[src/rtl/flash_map_pkg.sv]
// Flash address map and sequencer state encoding shared by the read
// sequencer and the downstream address decoder.
package flash_map_pkg;
  typedef enum logic [2:0] {
    S_IDLE,
    S_SETUP,
    S_WAIT,
    S_HOLD,
    S_FINISH
  } seq_state_t;

  localparam logic [15:0] FLASH0_BASE      = 16'h0000;
  localparam logic [15:0] FLASH1_BASE      = 16'h2000;
  localparam logic [15:0] ADDR_LIMIT       = 16'h3FFF;
  localparam int          WAIT_CYCLES_DEF  = 3;
endpackage

[src/rtl/access_wait_timer.sv]
// Loadable down-counter timing the Flash access window; o_zero marks the
// final access cycle.
module access_wait_timer #(
  parameter int CW = 2
) (
  input  logic          clk,
  input  logic          rst_n,
  input  logic          i_load,
  input  logic [CW-1:0] i_load_val,
  input  logic          i_dec,
  output logic          o_zero
);
  logic [CW-1:0] r_cnt;

  always_ff @(posedge clk or negedge rst_n) begin
    if (!rst_n)      r_cnt <= '0;
    else if (i_load) r_cnt <= i_load_val;
    else if (i_dec)  r_cnt <= r_cnt - CW'(1);
  end

  assign o_zero = (r_cnt == '0);
endmodule

[src/rtl/flash_read_sequencer.sv]
// Block-read master for the Flash decoder: walks an address range one byte
// at a time, waits out the access time, and streams bytes over valid/ready.
module flash_read_sequencer #(
  parameter int           N           = 16,
  parameter int           LEN_W       = 8,
  parameter int           WAIT_CYCLES = flash_map_pkg::WAIT_CYCLES_DEF,
  parameter logic [N-1:0] ADDR_LIMIT  = N'(flash_map_pkg::ADDR_LIMIT)
) (
  input  logic             clk,
  input  logic             nRESET,
  input  logic             start,
  input  logic [N-1:0]     start_addr,
  input  logic [LEN_W-1:0] length,
  input  logic [7:0]       flash_data,
  input  logic             out_ready,
  output logic [N-1:0]     address,
  output logic             busy,
  output logic [7:0]       data_out,
  output logic             data_valid,
  output logic             done,
  output logic             range_err
);
  import flash_map_pkg::*;

  localparam int           CW        = (WAIT_CYCLES > 1) ? $clog2(WAIT_CYCLES) : 1;
  localparam logic [CW-1:0] WAIT_LOAD = CW'(WAIT_CYCLES - 1);

  seq_state_t       r_state;
  logic [N-1:0]     r_addr;
  logic [LEN_W-1:0] r_remain;
  logic [7:0]       r_data;
  logic             r_valid, r_busy, r_done, r_err;
  logic [N-1:0]     w_addr_inc;
  logic             w_zero;

  assign w_addr_inc = r_addr + N'(1);

  access_wait_timer #(.CW(CW)) u_timer (
    .clk        (clk),
    .rst_n      (nRESET),
    .i_load     (r_state == S_SETUP),
    .i_load_val (WAIT_LOAD),
    .i_dec      ((r_state == S_WAIT) && !w_zero),
    .o_zero     (w_zero)
  );

  always_ff @(posedge clk or negedge nRESET) begin
    if (!nRESET) begin
      r_state  <= S_IDLE;
      r_addr   <= '0;
      r_remain <= '0;
      r_data   <= '0;
      r_valid  <= 1'b0;
      r_busy   <= 1'b0;
      r_done   <= 1'b0;
      r_err    <= 1'b0;
    end else begin
      r_done <= 1'b0;
      r_err  <= 1'b0;
      case (r_state)
        S_IDLE: if (start) begin
          r_addr   <= start_addr;
          r_remain <= length;
          r_busy   <= 1'b1;
          if (length == '0) begin
            r_state <= S_FINISH;
            r_done  <= 1'b1;
          end else if (start_addr > ADDR_LIMIT) begin
            r_state <= S_FINISH;
            r_done  <= 1'b1;
            r_err   <= 1'b1;
          end else begin
            r_state <= S_SETUP;
          end
        end
        S_SETUP: r_state <= S_WAIT;
        S_WAIT: if (w_zero) begin
          r_data  <= flash_data;
          r_valid <= 1'b1;
          r_state <= S_HOLD;
        end
        // Range check on the incremented address happens here, before any
        // SETUP, so an unmapped address is never presented for an access.
        S_HOLD: if (out_ready) begin
          r_valid  <= 1'b0;
          r_remain <= r_remain - LEN_W'(1);
          if (r_remain == LEN_W'(1)) begin
            r_state <= S_FINISH;
            r_done  <= 1'b1;
          end else begin
            r_addr <= w_addr_inc;
            if (w_addr_inc > ADDR_LIMIT) begin
              r_state <= S_FINISH;
              r_done  <= 1'b1;
              r_err   <= 1'b1;
            end else begin
              r_state <= S_SETUP;
            end
          end
        end
        S_FINISH: begin
          r_valid <= 1'b0;
          r_busy  <= 1'b0;
          r_state <= S_IDLE;
        end
        default: r_state <= S_IDLE;
      endcase
    end
  end

  assign address    = r_addr;
  assign busy       = r_busy;
  assign data_out   = r_data;
  assign data_valid = r_valid;
  assign done       = r_done;
  assign range_err  = r_err;
endmodule

[config.mk]
export PLATFORM = sky130hd
export DESIGN_NAME = flash_read_sequencer
export DESIGN_NICKNAME = d
export VERILOG_FILES = /design/src/rtl/flash_map_pkg.sv /design/src/rtl/access_wait_timer.sv /design/src/rtl/flash_read_sequencer.sv
export SDC_FILE = /design/constraint.sdc
export NUM_CORES = 1
export LEC_CHECK = 0
export CAP_MARGIN = 20
export CORE_ASPECT_RATIO = 1.25
export CORE_UTILIZATION = 48
export DETAILED_ROUTE_END_ITERATION = 10
export HOLD_SLACK_MARGIN = 0.06
export PLACE_DENSITY = 0.8
export SLEW_MARGIN = 20
export SYNTH_ARGS = -nofsm -noshare
export SYNTH_HDL_FRONTEND = slang
export SYNTH_SLANG_ARGS = --single-unit
[constraint.sdc]
create_clock -name clk -period 2.49 [get_ports clk]
set_clock_uncertainty 0.2 [all_clocks]
set_input_delay 0.6225 -clock clk [delete_from_list [all_inputs] [get_ports clk]]
set_output_delay 0.6225 -clock clk [all_outputs]
set_load 0.03 [all_outputs]
=== Word level (Yosys, flattened, before mapping) ===
Cells that the tools add are included.

* $add $sub $neg: 3
* Magnitude comparators: 2
* Eq/ne operators: 9
* Muxes and demuxes: 34
* Reductions and logical operators: 15

{| class="wikitable"
|+ Operators with widths
! operator !! number
|-
| $mux 16 || 3
|-
| $gt 16x14->1 const B || 2
|-
| $pmux 16 s2 || 1
|-
| $mux 3 || 7
|-
| $add 16x1->16 const B || 1
|-
| $mux 8 || 2
|-
| $pmux 8 s2 || 1
|-
| $mux 1 || 13
|-
| $pmux 3 s4 || 1
|-
| $reduce_and 3->1 || 3
|-
| $eq 8x1->1 const B || 1
|-
| $logic_not 8->1 || 1
|-
| $ne 2x2->1 const B || 4
|-
| $sub 8x1->8 const B || 1
|-
| $eq 3x2->1 const B || 2
|-
| $pmux 1 s2 || 3
|-
| $reduce_bool 2->1 || 3
|-
| $mux 2 || 2
|-
| $reduce_and 2->1 || 2
|-
| $reduce_and 4->1 || 1
|-
| $eq 3x1->1 const B || 1
|-
| $eq 3x3->1 const B || 1
|-
| $logic_not 3->1 || 1
|-
| $pmux 1 s3 || 1
|-
| 5 further kinds || 5
|}

* Flip-flop bits (word level): 41
* Bits of input ports: 36
* Output and inout port bits: 28
* Logic and storage cells: 72

=== Longest topological paths before layout ===
Gate-level depths: netlist (run 1).

* Word-level depth: 6
* Mapped depth: 8
* Gate-level depth less buffers: 7

=== By module ===
From an unflattened synthesis (run 1), not the netlist that was laid out.

* Cells, all modules: 266
* Area, all modules: 2342.2 µm²

{| class="wikitable"
|+ By module, submodules not included
! module !! times used !! cells each !! area an instance (µm²) !! seq. area each (µm²)
|-
| flash_read_sequencer || 1 || 254 || 2225.9 || 975.9
|-
| access_wait_timer || 1 || 12 || 116.4 || 50.0
|}

=== Least setup slack after synthesis (run 1) ===
Ideal clock, no wire load.

* Kind: reg2reg
* From: register r_remain[2]
* To: register r_addr[11], in the netlist address[11]
* Setup time: 0.123 ns
* Data arrival time: 1.788 ns
* Data required time: 2.167 ns
* Slack: 0.380 ns
* Stages on the path, launching flop included: 7
* Buffers on the path: 1
* Period minus slack after synthesis: 2.110 ns
* Cell sequence: dfrtp_1 or3_4 or4_4 o21ai_2 buf_4 a21oi_1 a2bb2oi_2

* Cells in the longest elaborated chain, start to end: 3

{| class="wikitable"
|+ Ends and longest elaborated chain
! what !! RTL line !! RTL
|-
| start: declaration || flash_read_sequencer.sv:30 || <nowiki>logic [LEN_W-1:0] r_remain;</nowiki>
|-
| start signal: assignment || flash_read_sequencer.sv:63 || <nowiki>r_remain <= length;</nowiki>
|-
| start signal: assignment || flash_read_sequencer.sv:86 || <nowiki>r_remain <= r_remain - LEN_W'(1);</nowiki>
|-
| $eq 8x1->1 || flash_read_sequencer.sv:87 || <nowiki>if (r_remain == LEN_W'(1)) begin</nowiki>
|-
| $ne 2x2->1 (no source line) || n/a ||
|-
| $reduce_and 4->1 (no source line) || n/a ||
|-
| end signal: assignment || flash_read_sequencer.sv:62 || <nowiki>r_addr <= start_addr;</nowiki>
|-
| end signal: assignment || flash_read_sequencer.sv:91 || <nowiki>r_addr <= w_addr_inc;</nowiki>
|-
| end: declaration || flash_read_sequencer.sv:29 || <nowiki>logic [N-1:0] r_addr;</nowiki>
|}

No other way between the ends.
A chain may end at the register's enable or synchronous reset.

=== Worst setup path in the final report (run 1) ===
* From: register r_addr[3], in the netlist address[3]
* To: output port address[3]

{| class="wikitable"
|+ RTL lines
! what !! RTL line !! RTL
|-
| end: declaration || flash_read_sequencer.sv:16 || <nowiki>output logic [N-1:0] address,</nowiki>
|}

No word-level cell between the ends.

==> results of run 1 <==
timing repair:
action	in CTS	in global routing
hold endpoints to repair	0	0
setup endpoints to repair	0	4
resized for setup	0	1
through the flow:
stage                     util, %  area [µm²]  setup slack (ns)
after floorplan                 -        2340             0.380
after global placement       64.8        3070             0.107
after detailed placement     64.8        3070            0.0109
after CTS                    66.7        3160            0.0394
after global routing         66.9        3160             0.110
final                        66.9        3160             0.178
layout by cell type, fill, tap and decap left out, types with 2 or more instances in the layout:
cell / synthesis / final
a21oi_1: 26 / 26
a21oi_2: 4 / 4
a22o_1: 2 / 2
a2bb2oi_2: 5 / 5
and3_1: 2 / 2
buf_4: 1 / 11
clkbuf_8: 0 / 5
clkdlybuf4s50_1: 0 / 62
dfrtp_1: 41 / 41
ha_1: 4 / 4
inv_1: 7 / 7
mux2_2: 8 / 8
nand2_1: 42 / 42
nand2b_1: 2 / 2
nand3_1: 8 / 8
nand3b_1: 2 / 2
nand4_1: 5 / 5
nor2_1: 23 / 22
nor3_1: 4 / 4
nor3b_1: 2 / 2
nor4_1: 6 / 6
o21ai_0: 17 / 17
o21ai_1: 6 / 6
o22ai_1: 12 / 12
o31ai_1: 2 / 2
o41ai_1: 2 / 2
or2_2: 2 / 2
xor2_1: 2 / 2
path summary, 6_finish.rpt:
check | from | to | slack [ns] | cells after the start
hold / removal | nRESET | data_out[4]$_DFFE_PN0P_ | 0.17 | 2
setup reg to reg | r_remain[2]$_DFFE_PN0P_ | address[6]$_DFFE_PN0P_ | 0.21 | 5
min in group clk | data_out[1]$_DFFE_PN0P_ | data_out[1]$_DFFE_PN0P_ | 0.31 | 1
hold reg to reg | data_out[1]$_DFFE_PN0P_ | data_out[1]$_DFFE_PN0P_ | 0.31 | 1
setup / recovery | address[3]$_DFFE_PN0P_ | address[3] | 0.18 | 1
max in group asynchronous | nRESET | u_timer.r_cnt[1]$_DFFE_PN0P_ | 1.56 | 2
power groups by stage:
stage                     Combinational (mW)  Sequential, mW  Clock (mW)
after floorplan                         1.19            1.71           0
after global placement                  2.35            1.32           0
after detailed placement                2.41            1.33           0
after CTS                               2.41            1.32       0.460
after global routing                    2.62            1.37       0.493
final                                   2.41            1.32       0.446
per-layer routing:
layer / track usage (%) / vias to the layer above
met5: 0 / -
met4: 9.78 / 0
met3: 5.26 / 7
met2: 41.2 / 70
met1: 24.9 / 1053
li1: - / 1096
worst register-to-register path, stage by stage (launching register included):
cell,delay (ns)
dfrtp_1,0.44
or3_4,0.42
or4_4,0.46
o21ai_4,0.36
nor2_1,0.10
o22a_1,0.20
cell type report:
| type | count | share of cell area (%) |
|---|---|---|
| Clock inverter | 3 | 0.672 |
| Sequential cell | 41 | 32.4 |
| Clock buffer | 5 | 2.18 |
| Inverter | 7 | 0.831 |
| Tap cell | 60 | 2.37 |
| Multi-Input combinational cell | 202 | 38.5 |
| Timing Repair Buffer | 75 | 23.0 |
registers in the layout (all words and copies together) (netlist names):
name	cells
r_state	3
u_timer.r_cnt	2
done	1
range_err	1
data_out	8
data_valid	1
address	16
r_remain	8
busy	1
cell families (layout without fill, tap and decap cells):
| kind of cell | Yosys count | count (layout) |
|---|---|---|
| flip-flops | 41 | 41 |
| adder cells (fa/ha/maj) | 4 | 4 |
| XOR/XNOR | 2 | 2 |
| multiplexers | 9 | 9 |
| AND/OR/NAND/NOR | 101 | 101 |
| AO/OA/AOI/OAI | 86 | 86 |
| buffers and inverters | 23 | 90 |
==> qor.csv, run 1 <==
metric;value;unit
status;completed;
per-cell routed wire length;14.0;µm
number of flops mapped to enable cells by yosys;0;
Tcrit/Tclk final;92.9;%
multi-input logic area;1220;µm²
wire length on met2;2740;µm
crit path max fanout;7;
Row Count;28;
Seq pwr share;31.7;%
Critical Path AT;1.49;ns
root buffer cell;clkbuf_8;
area share of the largest cell type after synthesis;43.8;%
CTS max path bufs;2;
first-pass GRT wire length;9010;µm
worst path bufs/invs;1;
Register Area;1030;µm²
DP Wirelength;3950;µm
Comb power frac;57.6;%
slowest CP cell;clkdlybuf4s50_1;
Layout Nets;372;
Num Clock Sinks;41;
xor/xnor cell area share of the yosys netlist;0.748;%
max_cap viols;0;
DRT Pass-1 Iters;4;
Clock power frac;10.7;%
Tot Pwr;4.18;mW
drt total wl;5480;µm
M1 wire length;2370;µm
max-slew violation count;0;
count leader, synth;nand2_1;
Sum Neg Setup Slack;0;ns
DRT iter0 DRCs;110;
mux share of post-synthesis cell area;4.27;%
Initial Util;49.5;%
placed instance count;385;
switching share of power;45.7;%
final hold viol count;0;
Synth Register Bits;41;
CTS Hold Bufs;0;
Syn. warnings;0;
Pwr per Cell Area;1320;nW/µm²
vias per cell;5.66;
vias in the first global route;2064;
main combinational cell family by area after synthesis;compound AO/OA/AOI/OAI gates;
top cell family by delay on the critical path;buffers and inverters;
Layout Area Growth over Synthesis;35.0;%
unrepaired setup endpoints after global routing;false;
layout cells sized above 1;13.8;%
final hold slack;0.172;ns
Static Leak;1.24;nW
# H-tree levels;2;
asr flop ratio synth;100;%
total grt overflow;0;
largest net degree at the start of global routing;48;
Post-Syn Nets;306;
Setup crit end kind;output port;
sw power;1.91;mW
post-synthesis adder-cell area fraction;2.14;%
Required @ worst endpoint;1.67;ns
worst skew pair latency;0.30;ns
sequential-to-total area share from yosys stat;43.8;%
Top-Level Pins;64;
post-route ant nets;0;
CTS buffer count;5;
Distinct cells, synth;44;
Layout Cells excl Fill;393;
CTS tree;built;
die area;5160;µm²
Synth Area in Compound Gates;24.4;%
final setup fails;0;
die width;64.5;µm
Max IR drop VDD;0.000894;V
area leader, netlist;dfrtp_1;
Cells after Synth;266;
Max Freq;433;MHz
fill count;406;
Port Buf Inserts;63;
Post-Synth Simple-Gate Area;20.0;%
synthesized cell area;2340;µm²
clock-pin slew on the worst setup and hold paths;0.09;ns
Die H;80.1;µm
Setup Fix Bufs, Post-CTS;0;
Rel. slew slack;65.3;%
min-delay worst type;input port to async pin;
gpl congestion;0.811;
antenna violations before repair;0;
total track usage;22.6;%
Period minus WS final;2.31;ns
ranking of synthesized cells by area;dfrtp_1 44%, nand2_1 6.7%, a21oi_1 5.6%;
crit start category;flop;
worst-margin pin slew;0.515;ns
Int Power;2.27;mW
ys flop type;dfrtp_1;
antenna cells;0;
via count;2226;
DRC;0;
Mean Syn Cell Area;8.81;µm²
WS Path Type;flop to output port;
CP max stage delay;0.72;ns
Core Box Area;4730;µm²
Post-synth top cells;42 x nand2_1, 41 x dfrtp_1, 26 x a21oi_1;
CP Cell Sequence;clkdlybuf4s50_1;
metal3 WL;300;µm
DR top layer;met4;
No activity file was read; power rests on OpenSTA's default activity.
==> inputs of run 2 (changes only) <==
CTS_CLUSTER_DIAMETER = 50   (was unset)
==> results of run 2 <==
The final DEF is identical to that of run 1; final timing and power are the same.
